[config.mk]
export PLATFORM = sky130hd
export DESIGN_NAME = sdfa_layer_sequencer
export DESIGN_NICKNAME = d
export VERILOG_FILES = /design/src/rtl/sdfa_layer_sequencer.sv
export SDC_FILE = /design/constraint.sdc
export NUM_CORES = 1
export LEC_CHECK = 0
export BUFFER_PORTS_ARGS = -buffer_cell sky130_fd_sc_hd__buf_2
export CAP_MARGIN = 20
export CORE_ASPECT_RATIO = 0.7
export CORE_MARGIN = 2
export CORE_UTILIZATION = 50
export CTS_CLUSTER_DIAMETER = 150
export DETAILED_ROUTE_END_ITERATION = 10
export PLACE_DENSITY = 0.76
export SYNTH_ARGS = -nofsm -noshare
export SYNTH_HDL_FRONTEND = slang
export SYNTH_SLANG_ARGS = --single-unit
[constraint.sdc]
create_clock -name clk -period 2.5 [get_ports clk]
set_clock_uncertainty 0.1 [all_clocks]
set_input_delay 0.5 -clock clk [delete_from_list [all_inputs] [get_ports clk]]
set_output_delay 0.5 -clock clk [all_outputs]
set_load 0.01 [all_outputs]
[src/rtl/sdfa_layer_sequencer.sv]
// sdfa_layer_sequencer: walks cfg_layers x cfg_tiles tiles during the
// processing phase. For each tile it waits for the input buffers, fires a
// one-cycle tile_start into the block array and waits for blk_done.
//
// Interface semantics: cfg_valid, blk_done and abort are single-cycle strobes
// sampled on the rising clk edge. start and in_filled are levels, sampled
// only in ARMED and FILL respectively. tile_start, layer_done and cfg_err are
// registered one-cycle pulses. busy and all_done are registered levels.
// No backpressure exists on any signal.
module sdfa_layer_sequencer #(
  parameter int LAYER_W = 3,
  parameter int TILE_W  = 8
) (
  input  logic               clk,
  input  logic               rstn,
  input  logic               cfg_valid,
  input  logic [LAYER_W-1:0] cfg_layers,
  input  logic [TILE_W-1:0]  cfg_tiles,
  input  logic               start,
  input  logic               in_filled,
  input  logic               blk_done,
  input  logic               abort,
  output logic               tile_start,
  output logic [LAYER_W-1:0] layer_idx,
  output logic [TILE_W-1:0]  tile_idx,
  output logic               busy,
  output logic               layer_done,
  output logic               all_done,
  output logic               cfg_err,
  output logic [2:0]         dbg_state
);

  typedef enum logic [2:0] {
    S_IDLE  = 3'd0,
    S_ARMED = 3'd1,
    S_FILL  = 3'd2,
    S_ISSUE = 3'd3,
    S_RUN   = 3'd4,
    S_DONE  = 3'd5
  } state_t;

  state_t             r_state;
  logic [LAYER_W-1:0] r_cfg_layers;
  logic [TILE_W-1:0]  r_cfg_tiles;
  logic [LAYER_W-1:0] r_layer_idx;
  logic [TILE_W-1:0]  r_tile_idx;
  logic               r_tile_start;
  logic               r_layer_done;
  logic               r_cfg_err;
  logic               r_busy;
  logic               r_all_done;

  state_t             w_state_nxt;
  logic [LAYER_W-1:0] w_cfg_layers_nxt;
  logic [TILE_W-1:0]  w_cfg_tiles_nxt;
  logic [LAYER_W-1:0] w_layer_nxt;
  logic [TILE_W-1:0]  w_tile_nxt;
  logic               w_tile_start_nxt;
  logic               w_layer_done_nxt;
  logic               w_cfg_err_nxt;
  logic               w_cfg_ok;
  logic               w_last_tile;
  logic               w_last_layer;

  assign w_cfg_ok     = (cfg_layers != '0) && (cfg_tiles != '0);
  assign w_last_tile  = (r_tile_idx == r_cfg_tiles - TILE_W'(1));
  assign w_last_layer = (r_layer_idx == r_cfg_layers - LAYER_W'(1));

  // Next-state, index and pulse decode; abort outranks every other event.
  always_comb begin
    w_state_nxt      = r_state;
    w_cfg_layers_nxt = r_cfg_layers;
    w_cfg_tiles_nxt  = r_cfg_tiles;
    w_layer_nxt      = r_layer_idx;
    w_tile_nxt       = r_tile_idx;
    w_tile_start_nxt = 1'b0;
    w_layer_done_nxt = 1'b0;
    w_cfg_err_nxt    = 1'b0;
    if (abort && (r_state != S_IDLE)) begin
      w_state_nxt = S_IDLE;
      w_layer_nxt = '0;
      w_tile_nxt  = '0;
    end else begin
      case (r_state)
        S_IDLE, S_DONE: begin
          if (cfg_valid) begin
            if (w_cfg_ok) begin
              w_cfg_layers_nxt = cfg_layers;
              w_cfg_tiles_nxt  = cfg_tiles;
              w_layer_nxt      = '0;
              w_tile_nxt       = '0;
              w_state_nxt      = S_ARMED;
            end else begin
              w_cfg_err_nxt = 1'b1;
              if (r_state == S_DONE) begin
                w_state_nxt = S_IDLE;
                w_layer_nxt = '0;
                w_tile_nxt  = '0;
              end
            end
          end
        end
        S_ARMED: begin
          w_cfg_err_nxt = cfg_valid;
          if (start) w_state_nxt = S_FILL;
        end
        S_FILL: begin
          w_cfg_err_nxt = cfg_valid;
          if (in_filled) w_state_nxt = S_ISSUE;
        end
        S_ISSUE: begin
          w_cfg_err_nxt    = cfg_valid;
          w_tile_start_nxt = 1'b1;
          w_state_nxt      = S_RUN;
        end
        S_RUN: begin
          w_cfg_err_nxt = cfg_valid;
          if (blk_done) begin
            if (!w_last_tile) begin
              w_tile_nxt  = r_tile_idx + TILE_W'(1);
              w_state_nxt = S_FILL;
            end else if (!w_last_layer) begin
              w_tile_nxt       = '0;
              w_layer_nxt      = r_layer_idx + LAYER_W'(1);
              w_layer_done_nxt = 1'b1;
              w_state_nxt      = S_FILL;
            end else begin
              w_layer_done_nxt = 1'b1;
              w_state_nxt      = S_DONE;
            end
          end
        end
        default: begin
          w_state_nxt = S_IDLE;
        end
      endcase
    end
  end

  // State, latched configuration, indices and registered outputs.
  always_ff @(posedge clk or negedge rstn) begin
    if (!rstn) begin
      r_state      <= S_IDLE;
      r_cfg_layers <= '0;
      r_cfg_tiles  <= '0;
      r_layer_idx  <= '0;
      r_tile_idx   <= '0;
      r_tile_start <= 1'b0;
      r_layer_done <= 1'b0;
      r_cfg_err    <= 1'b0;
      r_busy       <= 1'b0;
      r_all_done   <= 1'b0;
    end else begin
      r_state      <= w_state_nxt;
      r_cfg_layers <= w_cfg_layers_nxt;
      r_cfg_tiles  <= w_cfg_tiles_nxt;
      r_layer_idx  <= w_layer_nxt;
      r_tile_idx   <= w_tile_nxt;
      r_tile_start <= w_tile_start_nxt;
      r_layer_done <= w_layer_done_nxt;
      r_cfg_err    <= w_cfg_err_nxt;
      r_busy       <= (w_state_nxt == S_FILL) || (w_state_nxt == S_ISSUE) ||
                      (w_state_nxt == S_RUN);
      r_all_done   <= (w_state_nxt == S_DONE);
    end
  end

  assign tile_start = r_tile_start;
  assign layer_idx  = r_layer_idx;
  assign tile_idx   = r_tile_idx;
  assign busy       = r_busy;
  assign layer_done = r_layer_done;
  assign all_done   = r_all_done;
  assign cfg_err    = r_cfg_err;
  assign dbg_state  = r_state;

endmodule

# --- Word level (Yosys, flattened, before mapping) ---
# Cells that the tools add are included.
totals:
  latch_bits: 0
  output_inout_bits: 19
  romBits: 0
  regBits: 30
  wordCells: 82
  n_memories: 0
  ramBits: 0
  inputBits: 18
op_classes:
  eq_ne: 17
  n_div: 0
  n_reduce_logical: 14
  multipliers: 0
  mux: 36
  addsub: 4
  n_bitwise: 1
  n_lt_le_gt_ge: 0
  shift: 0
op_table:
  columns: ["op", "count"]
  rows:
  - ["8-bit 2-to-1 mux", 7]
  - ["3-bit 2-to-1 mux", 16]
  - ["8-bit case mux with 2 select lines", 1]
  - ["3-bit case mux with 5 select lines", 1]
  - ["3-bit by 2-bit equality test with 1-bit output, second input constant", 4]
  - ["3-bit equality test, second input constant", 4]
  - ["3-bit inequality test, second input constant", 4]
  - ["1-bit 2-to-1 mux", 9]
  - ["3-bit nonzero test", 3]
  - ["8-bit by 1-bit adder with 8-bit output, second input constant", 1]
  - ["8-bit equality test", 1]
  - ["4-bit inequality test, second input constant", 2]
  - ["8-bit nonzero test", 1]
  - ["8-bit by 1-bit subtractor with 8-bit output, second input constant", 1]
  - ["3-bit case mux with 2 select lines", 1]
  - ["6-bit AND reduction", 1]
  - ["5-bit AND reduction", 1]
  - ["4-bit AND reduction", 1]
  - ["4-bit OR reduction", 1]
  - ["3-bit by 1-bit adder with 3-bit output, second input constant", 1]
  - ["3-bit by 1-bit equality test with 1-bit output, second input constant", 1]
  - ["3-bit equality test", 1]
  - ["3-bit logical NOT", 1]
  - ["3-bit by 1-bit subtractor with 3-bit output, second input constant", 1]
  - ["5 further kinds", 7]

# --- Depth between registers and ports, before layout ---
depth:
  word_depth: 10
  ltp_mapped: 10

# --- Least setup slack after synthesis ---
# Ideal clock, no wire load.
synth_path:
  path_kind: "flip-flop to flip-flop"
  start: "register r_cfg_tiles[0]"
  end: "register r_tile_idx[2], in the netlist tile_idx[2]"
  required_ns: 2.268
  path_buffers: 1
  arrival_time_ns: 2.149
  path_stages_with_launch: 9
  period_less_slack_ns: 2.381
  setup_time_ns: 0.132
  path_slack_ns: 0.119
  cell_sequence: "dfrtp_1 > or4_4 > or4_1 > o211a_1 > o21ai_4 > nand2_4 > buf_6 > a22oi_2 > o211ai_1"
synth_via:
  elab_chain_cells: 6
  word_cells_on_any_way: 8
synth_lines:
  columns: ["item", "line_no", "text"]
  rows:
  - ["start, declared", "44", "logic [TILE_W-1:0] r_cfg_tiles;"]
  - ["start signal, assigned", "156", "r_cfg_tiles <= w_cfg_tiles_nxt;"]
  - ["8-bit by 1-bit subtractor with 8-bit output (*)", "66", "assign w_last_tile = (r_tile_idx == r_cfg_tiles - TILE_W'(1));"]
  - ["8-bit equality test (*)", "66", null]
  - ["8-bit 2-to-1 mux", "119", "if (!w_last_tile) begin"]
  - ["8-bit 2-to-1 mux", "118", "if (blk_done) begin"]
  - ["8-bit case mux with 2 select lines", "84", "case (r_state)"]
  - ["8-bit 2-to-1 mux", "79", "if (abort && (r_state != S_IDLE)) begin"]
  - ["end signal, assigned", "158", "r_tile_idx <= w_tile_nxt;"]
  - ["end, declared", "46", "logic [TILE_W-1:0] r_tile_idx;"]
# Mark *: on every way between the ends. The rest lies on a longest branch, timed or not. The select of a mux whose other input is x is not followed.
# A chain may end at the register's enable or synchronous reset.

# --- Worst setup path in the final report ---
layout_path:
  start: "register r_cfg_tiles[1]"
  end: "register r_tile_idx[4], in the netlist tile_idx[4]"
# The elaborated chain is that of the path after synthesis.

==> flow_summary.toml <==
[flow_run]
drv.max_cap_violation_count = 0

[logic_synthesis]
yosys.area.top_type = "sky130_fd_sc_hd__dfrtp_1"
post-synth-top-area-fraction = 0.383
post_synthesis_net_count = 224
syn_avg_cell_area_um2 = 9.71
synth_enable_flop_cells = 0
ys_top_cells_by_count = "sky130_fd_sc_hd__dfrtp_1 (30), sky130_fd_sc_hd__nor2_1 (16), sky130_fd_sc_hd__inv_1 (11), sky130_fd_sc_hd__mux2_2 (11)"
most_frequent_cell_after_synthesis = "sky130_fd_sc_hd__dfrtp_1"
yosys.cell_types.count = 56
synth.ff_latch_count = 30
synthArstFlopShare = 1.00
number_of_instances_in_the_synthesized_netlist = 202
synth_area_mm2 = 0.00196
ys.warnings.count = 0
netlist_top_cells_area = "sky130_fd_sc_hd__dfrtp_1 (38%), sky130_fd_sc_hd__mux2_2 (6.3%), sky130_fd_sc_hd__xnor2_1 (4.0%), sky130_fd_sc_hd__nor2_1 (3.1%), sky130_fd_sc_hd__ha_1 (2.6%)"
synth_ff_type = "sky130_fd_sc_hd__dfrtp_1"
synth_sequential_area_ratio = 0.383

[die]
dieHeight_um = 56.4
floorplan.io_pins = 37
placement_rows = 18
floorplan.core_area_mm2 = 0.00365
die_area_mm2 = 0.00445
initial_core_util = 0.537
floorplan.die.width_um = 78.8

[detailed_routing]
total_wirelength_of_the_detailed_routed_design_um = 5210
final_antenna_violating_net_count = 0
drc = 0
routedWlPerCell_um = 16.6
vias = 1844
first_iter_violations = 130
per_cell_via_count_in_the_routed_design = 5.87
drtPass1Iterations = 4

[setup_path]
timing.critical_path.mode_cell = "sky130_fd_sc_hd__or4_4"
type_of_the_worst_setup_path = "flip-flop to flip-flop"
critPathMaxStageDelay_ns = 0.54
cp-start-kind = "flip-flop"
timing.critical_path.cells = "or4_4 > or4_4 > o211a_1 > o21ai_4 > nand2_4 > buf_4 > clkbuf_16 > nand4_1 > o211ai_1"
cp_data_required_time_ns = 2.57
ff2ff_setup_slack_ns = 0.06
crit_fanout = 7
end_kind = "flip-flop"
crit_arrival_ns = 2.51
slowest_stage = "sky130_fd_sc_hd__or4_4"

[timing]
finalMaxSlewViolations = 0
timing_worst_slew_pin_value_ns = 0.659
final_period_minus_worst_setup_slack_ns = 2.44
max_freq_mhz = 410
setup-violations-final = 0
unrepaired_setup_endpoints_after_global_routing = "yes"
final.hold.worst_slack_ns = 0.139
finalHoldViolCount = 0
fin_crit_sh = 0.976
timing.max_slew.rel_slack = 0.560

[global_route]
grt_antenna_before_repair = 0
grt_pass1_wl_um = 8020
grt_use_total = 0.240
grt_remaining_overflow = 0
vias_in_the_first_global_route = 1569
grt_start_max_net_pins = 31

[pwr]
post-layout-total-power_uw = 2310
power-per-cell-area_mw_per_mm2 = 905
vdd_drop_max_v = 0.000572
static-leakage-power_uw = 0.00116

[place]
hpwlAfterDp_um = 3630
port_buffers = 36
gpl.final_weighted_congestion = 0.803

[hold_path]
hold_class = "input port to async pin"

[status]
status = "completed"

[finish]
final_nets = 286
drive_gt1_frac = 0.402
syn2layout_area_growth_pct = 30.4
antenna_cells = 0

[cts]
clk_transition_reported_paths_ns = 0.06
clock_sinks = 30
cts-buffers-inserted = 5
max-clock-path-buffers = 2
clock_tree_from_tritoncts = "done"
cts_max_level = 2
clock_latency_ns = 0.29
clk_root_buf = "sky130_fd_sc_hd__clkbuf_8"
## layout make-up
| class | count | area [µm²] |
|---|---|---|
| Sequential cell | 30 | 751 |
| Multi-Input combinational cell | 150 | 1170 |
| Tap cell | 50 | 62.6 |
| Fill cell | 284 | 1090 |
| Timing Repair Buffer | 66 | 448 |
| Clock buffer | 5 | 68.8 |
| Clock inverter | 2 | 10.0 |
| Inverter | 11 | 41.3 |
## final timing paths
kind	startpoint	endpoint	cells past startpoint
min in group clk	cfg_tiles[4]	r_cfg_tiles[4]	2
worst max-delay path	r_cfg_tiles[1]	tile_idx[4]	9
max in group asynchronous	rstn	tile_idx[2]	1
worst min-delay path	rstn	r_cfg_tiles[7]	1
worst min register to register	r_cfg_layers[1]	r_cfg_layers[1]	1
worst max register to register	r_cfg_tiles[1]	tile_idx[4]	9
## repair_timing
| action | CTS | global route |
|---|---|---|
| endpoints found under the setup margin | 2 | 15 |
| hold buffers | 0 | 0 |
| pin swaps | 0 | 6 |
| resized for setup | 1 | 10 |
| cloned | 0 | 1 |
| setup buffers | 4 | 6 |
## power by group
part	total [µW]	internal, µW	switching [µW]
logic	1230	620	608
registers	710	601	109
clock network	375	186	189
total	2310	1410	906
## cell usage in the layout, fill, tap and decap left out, types with 3 or more instances in the layout
cell type and instances:
sky130_fd_sc_hd__inv_1 11, sky130_fd_sc_hd__nand3_1 9, sky130_fd_sc_hd__buf_2 36, sky130_fd_sc_hd__o211ai_1 3, sky130_fd_sc_hd__nand4b_1 3, sky130_fd_sc_hd__xnor2_1 9
sky130_fd_sc_hd__nor4_1 5, sky130_fd_sc_hd__a21oi_1 7, sky130_fd_sc_hd__buf_4 27, sky130_fd_sc_hd__o21ai_0 4, sky130_fd_sc_hd__dfrtp_1 30, sky130_fd_sc_hd__or3_1 4
sky130_fd_sc_hd__ha_1 3, sky130_fd_sc_hd__mux2_2 11, sky130_fd_sc_hd__nand2_1 8, sky130_fd_sc_hd__o21a_1 3, sky130_fd_sc_hd__nor2b_1 3, sky130_fd_sc_hd__nor3_1 3
sky130_fd_sc_hd__nor2_1 16, sky130_fd_sc_hd__a22oi_2 3, sky130_fd_sc_hd__clkbuf_8 5, sky130_fd_sc_hd__a211oi_1 3, sky130_fd_sc_hd__nand4_1 5
## registers in the layout, summed over array words and instances (netlist names)
| name | cells |
|---|---|
| layer_done | 1 |
| layer_idx | 3 |
| all_done | 1 |
| busy | 1 |
| dbg_state | 3 |
| r_cfg_tiles | 8 |
| tile_start | 1 |
| tile_idx | 8 |
| r_cfg_layers | 3 |
| cfg_err | 1 |
## per-stage QoR
stage / std cells / setup TNS [ns] / util / setup slack (ns) / cell area (µm²)
final: 314 / 0 / 0.701 / 0.0607 / 2560
after global routing: 314 / -0.478 / 0.701 / -0.0867 / 2560
after CTS: 307 / 0 / 0.668 / 0.0169 / 2440
after detailed placement: 296 / 0 / 0.636 / 0.00931 / 2320
after global placement: 296 / 0 / 0.636 / 0.0629 / 2320
after floorplan: 202 / 0 / - / 0.119 / 1960
## per-layer routing
layer	global-route usage	wire (µm)	up-vias	share of wire
li1	-	-	872	-
met1	0.375	2490	894	0.48
met2	0.319	2280	71	0.44
met3	0.0611	375	7	0.072
met4	0.0764	65	0	0.012
met5	0	0	-	0
## critical path: cells and delay by family, from the launching register on
| family | cells | cell delay (ns) |
|---|---|---|
| simple gates | 4 | 1.16 |
| flops | 1 | 0.40 |
| compound gates | 3 | 0.36 |
| buf+inv | 2 | 0.30 |
## logic make-up after synthesis
| logic type | after synthesis | synth area share |
|---|---|---|
| xor+xnor | 12 | 0.0613 |
| simple gates | 78 | 0.230 |
| fa+ha+maj | 4 | 0.0255 |
| mux | 12 | 0.0683 |
| flops | 30 | 0.383 |
| compound gates | 44 | 0.184 |
| buf+inv | 22 | 0.0472 |
(Power assumes the default switching activity.)
